**src/rtl/mem_if_pkg.sv**
```systemverilog
// rtl/mem_if_pkg.sv - shared widths, size codes, owner tags and FSM states for the core memory initiator
package mem_if_pkg;

    localparam int ADDR_WIDTH             = 32;
    localparam int WORD_WIDTH             = 32;
    localparam int ICACHE_DATA_BLOCK_SIZE = 64;

    localparam logic [2:0] MEM_SIZE_BLOCK = 3'd0;
    localparam logic [2:0] MEM_SIZE_BYTE  = 3'd1;
    localparam logic [2:0] MEM_SIZE_HALF  = 3'd2;
    localparam logic [2:0] MEM_SIZE_WORD  = 3'd4;

    localparam logic OWNER_IFU = 1'b1;
    localparam logic OWNER_LSU = 1'b0;

    typedef enum logic [1:0] {
        IDLE,
        ISSUE,
        WAIT
    } mem_state_e;

    // Load data is the low bytes of the response, zero-extended to a word.
    function automatic logic [WORD_WIDTH-1:0] lsu_extract(
        input logic [2:0]            size,
        input logic [WORD_WIDTH-1:0] word
    );
        case (size)
            MEM_SIZE_BYTE: return {{(WORD_WIDTH-8){1'b0}}, word[7:0]};
            MEM_SIZE_HALF: return {{(WORD_WIDTH-16){1'b0}}, word[15:0]};
            default:       return word;
        endcase
    endfunction

endpackage

```
**src/rtl/mem_rr_arb2.sv**
```systemverilog
// rtl/mem_rr_arb2.sv - two-way round-robin grant between IFU and LSU requests
module mem_rr_arb2
    import mem_if_pkg::*;
(
    input  logic clk,
    input  logic rst,
    input  logic en,
    input  logic ifu_req,
    input  logic lsu_req,
    output logic gnt_ifu,
    output logic gnt_lsu
);

    logic last_grant;

    // On a conflict the requester that did not win last time is served.
    always_comb begin
        gnt_ifu = en && ifu_req && (!lsu_req || (last_grant == OWNER_LSU));
        gnt_lsu = en && lsu_req && (!ifu_req || (last_grant == OWNER_IFU));
    end

    always_ff @(posedge clk) begin
        if (rst) begin
            last_grant <= OWNER_LSU;
        end else if (gnt_ifu) begin
            last_grant <= OWNER_IFU;
        end else if (gnt_lsu) begin
            last_grant <= OWNER_LSU;
        end
    end

endmodule

```
**src/rtl/core_mem_initiator.sv**
```systemverilog
// rtl/core_mem_initiator.sv - issues one IFU/LSU read at a time to main memory and routes the response back
module core_mem_initiator
    import mem_if_pkg::*;
#(
    parameter int TIMEOUT_CYCLES = 255
) (
    input  logic                              clk,
    input  logic                              rst,
    input  logic                              ifu_req_valid,
    input  logic [ADDR_WIDTH-1:0]             ifu_req_addr,
    output logic                              ifu_req_ready,
    input  logic                              lsu_req_valid,
    input  logic [ADDR_WIDTH-1:0]             lsu_req_addr,
    input  logic [2:0]                        lsu_req_size,
    output logic                              lsu_req_ready,
    output logic                              ifu_resp_valid,
    output logic [ICACHE_DATA_BLOCK_SIZE-1:0] ifu_resp_data,
    output logic                              ifu_resp_err,
    output logic                              lsu_resp_valid,
    output logic [WORD_WIDTH-1:0]             lsu_resp_data,
    output logic                              lsu_resp_err,
    output logic                              mem_req_valid,
    output logic                              mem_req_lsu_aL_ifu_aH,
    output logic [ADDR_WIDTH-1:0]             mem_req_addr,
    output logic [2:0]                        mem_req_size,
    output logic [WORD_WIDTH-1:0]             mem_req_data,
    input  logic                              mem_resp_en,
    input  logic                              mem_resp_lsu_aL_ifu_aH,
    input  logic [ADDR_WIDTH-1:0]             mem_resp_addr,
    input  logic [2:0]                        mem_resp_size,
    input  logic [ICACHE_DATA_BLOCK_SIZE-1:0] mem_resp_data,
    output logic                              stray_resp
);

    localparam logic [7:0] TIMEOUT_VAL = 8'(TIMEOUT_CYCLES);

    mem_state_e            state;
    mem_state_e            next_state;
    logic                  req_owner;
    logic [ADDR_WIDTH-1:0] req_addr;
    logic [2:0]            req_size;
    logic [7:0]            wait_cnt;

    logic                  gnt_ifu;
    logic                  gnt_lsu;
    logic                  accept;
    logic                  match;
    logic                  timeout;
    logic                  sel_owner;
    logic [ADDR_WIDTH-1:0] sel_addr;
    logic [2:0]            sel_size;

    mem_rr_arb2 u_arb (
        .clk     (clk),
        .rst     (rst),
        .en      (state == IDLE),
        .ifu_req (ifu_req_valid),
        .lsu_req (lsu_req_valid),
        .gnt_ifu (gnt_ifu),
        .gnt_lsu (gnt_lsu)
    );

    assign ifu_req_ready = gnt_ifu;
    assign lsu_req_ready = gnt_lsu;
    assign mem_req_data  = '0;

    always_comb begin
        next_state = state;
        accept     = gnt_ifu || gnt_lsu;
        sel_owner  = gnt_ifu ? OWNER_IFU : OWNER_LSU;
        sel_addr   = gnt_ifu ? ifu_req_addr : lsu_req_addr;
        sel_size   = gnt_ifu ? MEM_SIZE_BLOCK : lsu_req_size;
        match      = (state == WAIT) && mem_resp_en
                     && (mem_resp_lsu_aL_ifu_aH == req_owner)
                     && (mem_resp_addr == req_addr)
                     && (mem_resp_size == req_size);
        // A response landing in the timeout cycle still counts as a normal delivery.
        timeout    = (state == WAIT) && !match && (wait_cnt == TIMEOUT_VAL);
        case (state)
            IDLE:    if (accept) next_state = ISSUE;
            ISSUE:   next_state = WAIT;
            WAIT:    if (match || timeout) next_state = IDLE;
            default: next_state = IDLE;
        endcase
    end

    always_ff @(posedge clk) begin
        if (rst) begin
            state                 <= IDLE;
            wait_cnt              <= 8'd0;
            req_owner             <= OWNER_LSU;
            req_addr              <= '0;
            req_size              <= 3'd0;
            mem_req_valid         <= 1'b0;
            mem_req_lsu_aL_ifu_aH <= 1'b0;
            mem_req_addr          <= '0;
            mem_req_size          <= 3'd0;
            ifu_resp_valid        <= 1'b0;
            ifu_resp_err          <= 1'b0;
            ifu_resp_data         <= '0;
            lsu_resp_valid        <= 1'b0;
            lsu_resp_err          <= 1'b0;
            lsu_resp_data         <= '0;
            stray_resp            <= 1'b0;
        end else begin
            state <= next_state;

            if (accept) begin
                req_owner <= sel_owner;
                req_addr  <= sel_addr;
                req_size  <= sel_size;
            end

            // The memory request fields are only non-zero during the single ISSUE cycle.
            mem_req_valid         <= accept;
            mem_req_lsu_aL_ifu_aH <= accept ? sel_owner : 1'b0;
            mem_req_addr          <= accept ? sel_addr : '0;
            mem_req_size          <= accept ? sel_size : 3'd0;

            if (state == ISSUE) begin
                wait_cnt <= 8'd0;
            end else if (state == WAIT) begin
                wait_cnt <= wait_cnt + 8'd1;
            end

            ifu_resp_valid <= (match || timeout) && (req_owner == OWNER_IFU);
            ifu_resp_err   <= timeout && (req_owner == OWNER_IFU);
            ifu_resp_data  <= (match && (req_owner == OWNER_IFU)) ? mem_resp_data : '0;

            lsu_resp_valid <= (match || timeout) && (req_owner == OWNER_LSU);
            lsu_resp_err   <= timeout && (req_owner == OWNER_LSU);
            lsu_resp_data  <= (match && (req_owner == OWNER_LSU))
                              ? lsu_extract(req_size, mem_resp_data[WORD_WIDTH-1:0]) : '0;

            stray_resp <= mem_resp_en && !match;
        end
    end

endmodule

```
**config.mk**
```make
export PLATFORM = sky130hd
export DESIGN_NAME = core_mem_initiator
export DESIGN_NICKNAME = d
export VERILOG_FILES = /design/src/rtl/mem_if_pkg.sv /design/src/rtl/mem_rr_arb2.sv /design/src/rtl/core_mem_initiator.sv
export SDC_FILE = /design/constraint.sdc
export NUM_CORES = 1
export LEC_CHECK = 0
export CAP_MARGIN = 10
export CORE_AREA = 2 2 134 136
export DETAILED_ROUTE_END_ITERATION = 7
export DIE_AREA = 0 0 136 138
export GPL_ROUTABILITY_DRIVEN = 0
export HOLD_SLACK_MARGIN = 0.02
export PLACE_DENSITY = 0.8
export SLEW_MARGIN = 30
export SYNTH_ARGS = -nofsm -noshare
export SYNTH_HDL_FRONTEND = slang
export SYNTH_SLANG_ARGS = --single-unit
```
**constraint.sdc**
```tcl
create_clock -name clk -period 3 [get_ports clk]
set_clock_uncertainty 0.2 [all_clocks]
set_input_delay 0.45 -clock clk [delete_from_list [all_inputs] [get_ports clk]]
set_output_delay 0.45 -clock clk [all_outputs]
set_load 0.02 [all_outputs]
```
==> results of run 1 <==
==> cells by family (layout without fill, tap and decap cells) <==
logic type | count (synthesis) | in the layout | share of synthesized area, %
simple gates | 218 | 218 | 20.7
flops | 184 | 184 | 59.0
compound gates | 80 | 80 | 7.97
buf+inv | 64 | 364 | 6.15
xor+xnor | 41 | 41 | 5.75
fa+ha+maj | 1 | 1 | 0.200
other cells | 1 | 32 | 0.0600
mux | 1 | 1 | 0.180
==> power breakdown <==
group          switching, uW  total, uW  internal, uW
Combinational            382        801           420
Sequential              66.5       2620          2550
Clock                   1050       2160          1110
==> sequential cells by signal (all words and copies together), names as in the netlist, 2 cells and up <==
signal / cells
lsu_resp_data: 32
req_size: 3
wait_cnt: 8
req_addr: 32
mem_req_size: 3
state: 2
mem_req_addr: 32
ifu_resp_data: 64
==> routing by layer <==
layer | vias to the layer above | track usage, % | share of wire (%)
li1 | 2506 | - | -
met1 | 2272 | 18.6 | 37
met2 | 226 | 35.5 | 54
met3 | 19 | 5.50 | 8.3
met4 | 0 | 5.98 | 1.6
met5 | - | 0 | 0
==> per-stage QoR <==
| step | total power [uW] | setup TNS (ns) | worst slack (ns) | hold slack (ns) | instances |
|---|---|---|---|---|---|
| 2_1_floorplan | 3060 | 0 | 0.794 | 0.247 | 621 |
| 3_3_place_gp | 3470 | -17.64 | -0.251 | 0.253 | 1118 |
| 3_5_place_dp | 3490 | -20.95 | -0.291 | 0.260 | 1118 |
| 4_1_cts | 5660 | 0 | 0.151 | 0.277 | 1150 |
| 5_1_grt | 5830 | 0 | 0.168 | 0.288 | 1150 |
| 6_report | 5580 | 0 | 0.350 | 0.275 | 1150 |
==> worst max path at each step <==
stage	end	slack [ns]	cells after the start
2_1_floorplan	lsu_resp_data[21]	0.79	7
3_3_place_gp	lsu_resp_data[31]	-0.25	7
3_5_place_dp	lsu_resp_data[9]	-0.29	7
4_1_cts	lsu_resp_data[9]	0.15	7
5_1_grt	lsu_resp_data[20]	0.17	7
6_report	lsu_req_ready	0.35	4
==> layout make-up <==
class / instances / share of cell area [%]
Clock buffer: 18 / 4.22
Clock inverter: 14 / 1.48
Inverter: 4 / 0.148
Multi-Input combinational cell: 373 / 22.8
Sequential cell: 184 / 36.2
Tap cell: 229 / 2.82
Timing Repair Buffer: 328 / 32.3
==> Yosys cell counts, drive strengths merged, types with 3 or more instances <==
cell type,instances
nor4,10
inv,3
and2,67
nand2,69
xor2,38
xnor2,3
nand4,5
dfxtp,184
clkbuf,19
a21o,36
nor2,10
nor3,6
nand2b,4
and3,10
a21oi,38
buf,41
nor3b,28
==> worst max-delay path, stage by stage (launching register included) <==
cell	delay, ns
dfxtp_1	0.40
nor2_1	0.20
nand3_1	0.16
inv_1	0.16
clkdlybuf4s50_1	0.66
==> metrics.txt, run 1 <==
clk buf depth 2; max_cap viols 0; FF-to-FF Start req_addr[18]; Die X 136 um; register area share after synthesis 59.0%; critical path type reg -> out; Post-Synthesis Cells 590; Via density 4.37; # diodes 0; min cycle time layout 2.65 ns; final WL 17500 um; R2R cell count 6; area of the multi-input gates 2320 um^2; crit path DAT 2.00 ns; Total Routing Usage GR 18.5%; worst-skew pair later-pin latency 0.42 ns; Core Area 17500 um^2; Rel. slew slack 62.1%; drt drc 0; PwrDens 549 nW/um^2; Post-Syn Area 6250 um^2; fill count 1491; hold buffers post-CTS 0; crit start category flip-flop; Layout Nets 1081; TritonRoute pass-1 iters 4; FF+latch area 3680 um^2; Starting DRT DRC Count 102; Pins Over Slew Limit 0; most frequent cells in the layout clkdlybuf4s50_1 (311), dfxtp_1 (184), nand2_1 (69); RR Endpoint lsu_resp_data[9]; Slew @ Worst Pin 0.567 ns; Resize count post-CTS 0; detailed-route via count 5023; static leakage 0.00432 uW; H-tree lvl count 4; number of flops mapped to enable cells by yosys 0; Die Ht 138 um; fin crit share 88.3%; Wirelength per Cell 15.2 um; reg2reg setup slack 0.47 ns; syn avg cell area 10.6 um^2; grt total ovfl 0; Main synth FF type dfxtp_1; final-report hold violation count 0; fraction of layout instances using a drive strength above 1 7.93%; CTS root buf clkbuf_16; antenna violations before repair 0; hold endpoint req_addr[17]; clock tree from TritonCTS yes; area share of the largest cell type after synthesis 59.0%; Critical Path Source state[1]; min-delay src req_addr[17]; initial core utilization 35.6%; Hold Path Stages 1; FMAX 377 MHz; vias in the first global route 5127; Finished Cell Area 10200 um^2; Post-synth ARST share 0%; Buffers on Ports 311; largest net degree at the start of global routing 66; Die Area 18800 um^2; HP Class reg -> reg; Crit Path Max Fanout 10; flops & latches, synth 184; synthesis-to-finish area growth 62.7%; Netlist cell types 38; Post CTS Setup Buffer Count 0; post-route antenna net violation count 0; most common cell after layout, fill and taps aside clkdlybuf4s50_1; row cnt 49; Sink Count 184; final setup vio count 0; Clock transition at path regs 0.07 ns; Syn. warnings 0; data required time of the worst path 2.35 ns; cell taking the most area after synthesis dfxtp_1; DP Area 9580 um^2; Final Core Density 58.0%; Ports 344; RSZ-0062 raised after global routing false; status complete, no violations; DP Wirelength 13900 um; clock buffer count from CTS 17; Critical Path Sink Type primary output; top cells by area, synth dfxtp_1 (59%), and2_1 (6.7%), xor2_1 (5.3%); first-pass GRT wire length 26500 um; VDD IR max 0.355 mV
Power figures use the tool's default switching activity.
==> run 2: changes to the inputs <==
--- a/config.mk
+++ b/config.mk
@@ -9,9 +9,8 @@
 export CORE_AREA = 2 2 134 136
 export DETAILED_ROUTE_END_ITERATION = 7
 export DIE_AREA = 0 0 136 138
-export GPL_ROUTABILITY_DRIVEN = 0
-export HOLD_SLACK_MARGIN = 0.02
-export PLACE_DENSITY = 0.8
+export HOLD_SLACK_MARGIN = 0.05
+export PLACE_DENSITY_LB_ADDON = 0.3
 export SLEW_MARGIN = 30
 export SYNTH_ARGS = -nofsm -noshare
 export SYNTH_HDL_FRONTEND = slang
==> metrics.txt, run 2 (synthesis results as in run 1) <==
status complete, no violations; Total Routing Usage GR 17.7%; worst-skew pair later-pin latency 0.42 ns; most frequent cells in the layout clkdlybuf4s50_1 (311), dfxtp_1 (184), nand2_1 (69); CTS root buf clkbuf_16; Post CTS Setup Buffer Count 0; critical path type reg -> out; min cycle time layout 2.58 ns; TritonRoute pass-1 iters 4; post-route antenna net violation count 0; clock tree from TritonCTS yes; Layout Nets 1082; Wirelength per Cell 14.7 um; row cnt 49; Fin Setup TNS 0 ns; Via density 4.34; FMAX 388 MHz; Finished Cell Area 10200 um^2; max_cap viols 0; synthesis-to-finish area growth 63.1%; Starting DRT DRC Count 125; Die Area 18800 um^2; crit start category flip-flop; Critical Path Sink Type primary output; final WL 16900 um; VDD IR max 0.365 mV; detailed-route via count 4991; Placer Congestion 0.771; # diodes 0; static leakage 0.00434 uW; PwrDens 547 nW/um^2; grt total ovfl 0; final-report hold violation count 0; fraction of layout instances using a drive strength above 1 7.92%; Resize count post-CTS 0; Buffers on Ports 311; initial core utilization 35.6%; HP Class reg -> reg; Non-Filler Instances 1151; Biggest register ifu_resp_data; Pins Over Slew Limit 0; drt drc 0; DP Wirelength 13200 um; most common cell after layout, fill and taps aside clkdlybuf4s50_1; hold buffers post-CTS 0; Clock transition at path regs 0.07 ns; crit path DAT 1.93 ns; placed cells 1119; Sink Count 184; largest net degree at the start of global routing 36; final setup vio count 0; Core Area 17500 um^2; Die Ht 138 um; data required time of the worst path 2.35 ns; RSZ-0062 raised after global routing false; Crit Path Max Fanout 7; clk buf depth 2; antenna violations before repair 0; Ports 344; H-tree lvl count 4; first-pass GRT wire length 25400 um; max reg flops 64; vias in the first global route 4899; Die X 136 um; fin crit share 85.9%; DP Area 9610 um^2; clock buffer count from CTS 17
run 2: changes by cell type in the layout (fill, tap and decap cells not counted):
cell        before  now
inv_8            3    4
nor2_2           0    1
clkinvlp_4       2    1
inv_6            5    4
nor2_4           1    0
clkinv_4         1    2
nand3_1          1    2
nand3_2          1    0
buf_4           14   13
buf_12           3    5
run 2: final cells by class:
type                    count  area (um^2)
repair buffers            329         3310
clock inverters            14          154
inverters                   4         15.0
clock buffers              18          429
flip-flops and latches    184         3680
multi-input cells         373         2310
fillers                  1537         7340
well taps                 229          287
run 2: metrics by stage:
stage / setup slack [ns] / util [%] / power [uW] / hold slack (ns)
finish: 0.424 / 58.1 / 5570 / 0.274
global route: 0.265 / 58.1 / 5820 / 0.295
CTS: 0.393 / 58.1 / 5660 / 0.277
detailed placement: -0.00450 / 54.8 / 3480 / 0.260
global placement: -0.0266 / 54.8 / 3470 / 0.253
floorplan: 0.794 / - / 3060 / 0.247
run 2: where the power goes:
| part | switching, uW | internal [uW] | leakage, uW |
|---|---|---|---|
| sequential | 70.7 | 2550 | 0.00149 |
| clock | 1050 | 1120 | 0.000282 |
| combinational | 366 | 422 | 0.00256 |
| total | 1480 | 4090 | 0.00434 |
run 2: critical path, cell delays in order (launching register included):
cell and delay (ns):
dfxtp_1 0.47, nand2b_1 0.14, nand3_1 0.11, inv_1 0.16, clkdlybuf4s50_1 0.62
run 2: path summary, 6_finish.rpt:
check | start | end | slack, ns | cells after the start
hold reg to reg | req_addr[17] | req_addr[17] | 0.27 | 1
setup reg to reg | req_addr[18] | lsu_resp_data[9] | 0.61 | 6
setup / recovery | u_arb.last_grant | lsu_req_ready | 0.42 | 4
hold / removal | req_addr[17] | req_addr[17] | 0.27 | 1
run 2: metal layers:
| layer | part of all wire [%] | global-route usage (%) |
|---|---|---|
| met3 | 10 | 6.97 |
| met2 | 51 | 31.5 |
| met1 | 38 | 18.9 |
| met4 | 1.5 | 5.54 |
| met5 | 0 | 0 |
==> run 3: changes to the inputs <==
--- a/config.mk
+++ b/config.mk
@@ -11,6 +11,7 @@
 export DIE_AREA = 0 0 136 138
 export HOLD_SLACK_MARGIN = 0.05
 export PLACE_DENSITY_LB_ADDON = 0.3
+export RECOVER_POWER = 50
 export SLEW_MARGIN = 30
 export SYNTH_ARGS = -nofsm -noshare
 export SYNTH_HDL_FRONTEND = slang
==> metrics.txt, run 3 (synthesis results as in run 1) <==
overall power 5550 uW; clk buf depth 2; row cnt 49; Total Routing Usage GR 17.7%; clock tree from TritonCTS yes; Final Core Density 58.0%; FMAX 389 MHz; Biggest register ifu_resp_data; final setup vio count 0; FF+latch area 3680 um^2; Crit path max-delay family buffers and inverters; Finished Cell Area 10200 um^2; Buffers on Ports 311; data required time of the worst path 2.35 ns; area of the multi-input gates 2310 um^2; largest net degree at the start of global routing 36; hold buffers post-CTS 0; worst-skew pair later-pin latency 0.42 ns; Via density 4.33; most frequent cells in the layout clkdlybuf4s50_1 (194), dfxtp_1 (184), dlygate4sd3_1 (117); Crit path buffers/inverters 2; Starting DRT DRC Count 128; min-delay src req_addr[17]; Post CTS Setup Buffer Count 0; initial core utilization 35.6%; max reg flops 64; Hold Path Stages 1; drt drc 0; most common cell after layout, fill and taps aside clkdlybuf4s50_1; Levels on crit path 4; R2R cell count 7; crit start category flip-flop; min cycle time layout 2.57 ns; Wirelength per Cell 14.7 um; Pins Over Slew Limit 0; Die X 136 um; antenna violations before repair 0; FF-to-FF Start state[1]; Critical Path Sink Type primary output; H-tree lvl count 4; Ports 344; reg2reg setup slack 0.51 ns; status complete, no violations; VDD IR max 0.366 mV; RSZ-0062 raised after global routing false; fin crit share 85.7%; RR Endpoint req_addr[27]; Crit-path slowest cell clkdlybuf4s50_1; static leakage 0.00472 uW; CTS root buf clkbuf_16; Clock transition at path regs 0.07 ns; Core Area 17500 um^2; fill count 1540; Resize count post-CTS 0; PwrDens 546 nW/um^2; crit path DAT 1.92 ns; final WL 16900 um; Die Area 18800 um^2; hold endpoint req_addr[17]; DP Wirelength 13200 um; Slew @ Worst Pin 0.721 ns; grt total ovfl 0; first-pass GRT wire length 25400 um; clock buffer count from CTS 17; critical path type reg -> out; Die Ht 138 um; detailed-route via count 4985; HP Class reg -> reg; Layout Nets 1082; Crit Path Max Fanout 7; max_cap viols 0; DP Area 9610 um^2; fraction of layout instances using a drive strength above 1 7.81%; # diodes 0; Sink Count 184; Critical Path, Cell by Cell nand2b_1, nand3_1, inv_1, clkdlybuf4s50_1; Rel. slew slack 51.9%; vias in the first global route 4899; post-route antenna net violation count 0; Critical Path Max Stage Delay 0.62 ns; TritonRoute pass-1 iters 4; Fin Hold WS 0.274 ns; Placer Congestion 0.771; synthesis-to-finish area growth 62.8%; final-report hold violation count 0
run 3: cell types whose count changed in the layout (fill, tap and decap cells not counted), sizes merged:
cell           delta
dlygate4sd3     +117
buf               -3
clkbuf            +3
clkdlybuf4s50   -117
run 3: how the worst max path moves through the flow:
| stage | startpoint | endpoint |
|---|---|---|
| 5_1_grt | u_arb.last_grant | lsu_req_ready |
| 3_5_place_dp | mem_resp_addr[18] | lsu_resp_data[9] |
| 3_3_place_gp | mem_resp_addr[18] | lsu_resp_data[8] |
| 2_1_floorplan | mem_resp_addr[23] | lsu_resp_data[21] |
| 6_report | u_arb.last_grant | lsu_req_ready |
| 4_1_cts | u_arb.last_grant | lsu_req_ready |
run 3: power by group:
part           internal [uW]  total [uW]  leakage, uW  switching (uW)
clock                   1120        2160     0.000282            1050
combinational            402         766      0.00295             364
sequential              2550        2620      0.00149            69.0
run 3: metal layers:
| layer | vias up | routed length [um] | GRT usage, % | part of all wire (%) |
|---|---|---|---|---|
| met5 | - | 0 | 0 | 0 |
| met4 | 0 | 257 | 5.54 | 1.5 |
| met3 | 16 | 1670 | 6.97 | 9.9 |
| met2 | 224 | 8600 | 31.5 | 51 |
| met1 | 2238 | 6370 | 18.9 | 38 |
| li1 | 2507 | - | - | - |
run 3: cell type report:
class / instances / share of cell area [%]
Clock inverter: 14 / 1.51
Inverter: 4 / 0.148
Timing Repair Buffer: 329 / 32.3
Tap cell: 229 / 2.82
Multi-Input combinational cell: 373 / 22.7
Clock buffer: 18 / 4.22
Sequential cell: 184 / 36.2
run 3: worst register-to-register path: cells and delay by family, from the launching register on:
kind / cells / cell delay (ns)
buffers and inverters: 2 / 0.90
AOI/OAI and AO/OA: 3 / 0.58
DFF: 1 / 0.50
and+or+nand+nor: 2 / 0.24
run 3: per-stage QoR:
stage / worst slack (ns) / TNS [ns] / instances
3_5_place_dp: -0.00450 / -0.00450 / 1119
6_report: 0.430 / 0 / 1151
4_1_cts: 0.393 / 0 / 1151
3_3_place_gp: -0.0266 / -0.120 / 1119
2_1_floorplan: 0.794 / 0 / 621
5_1_grt: 0.265 / 0 / 1151
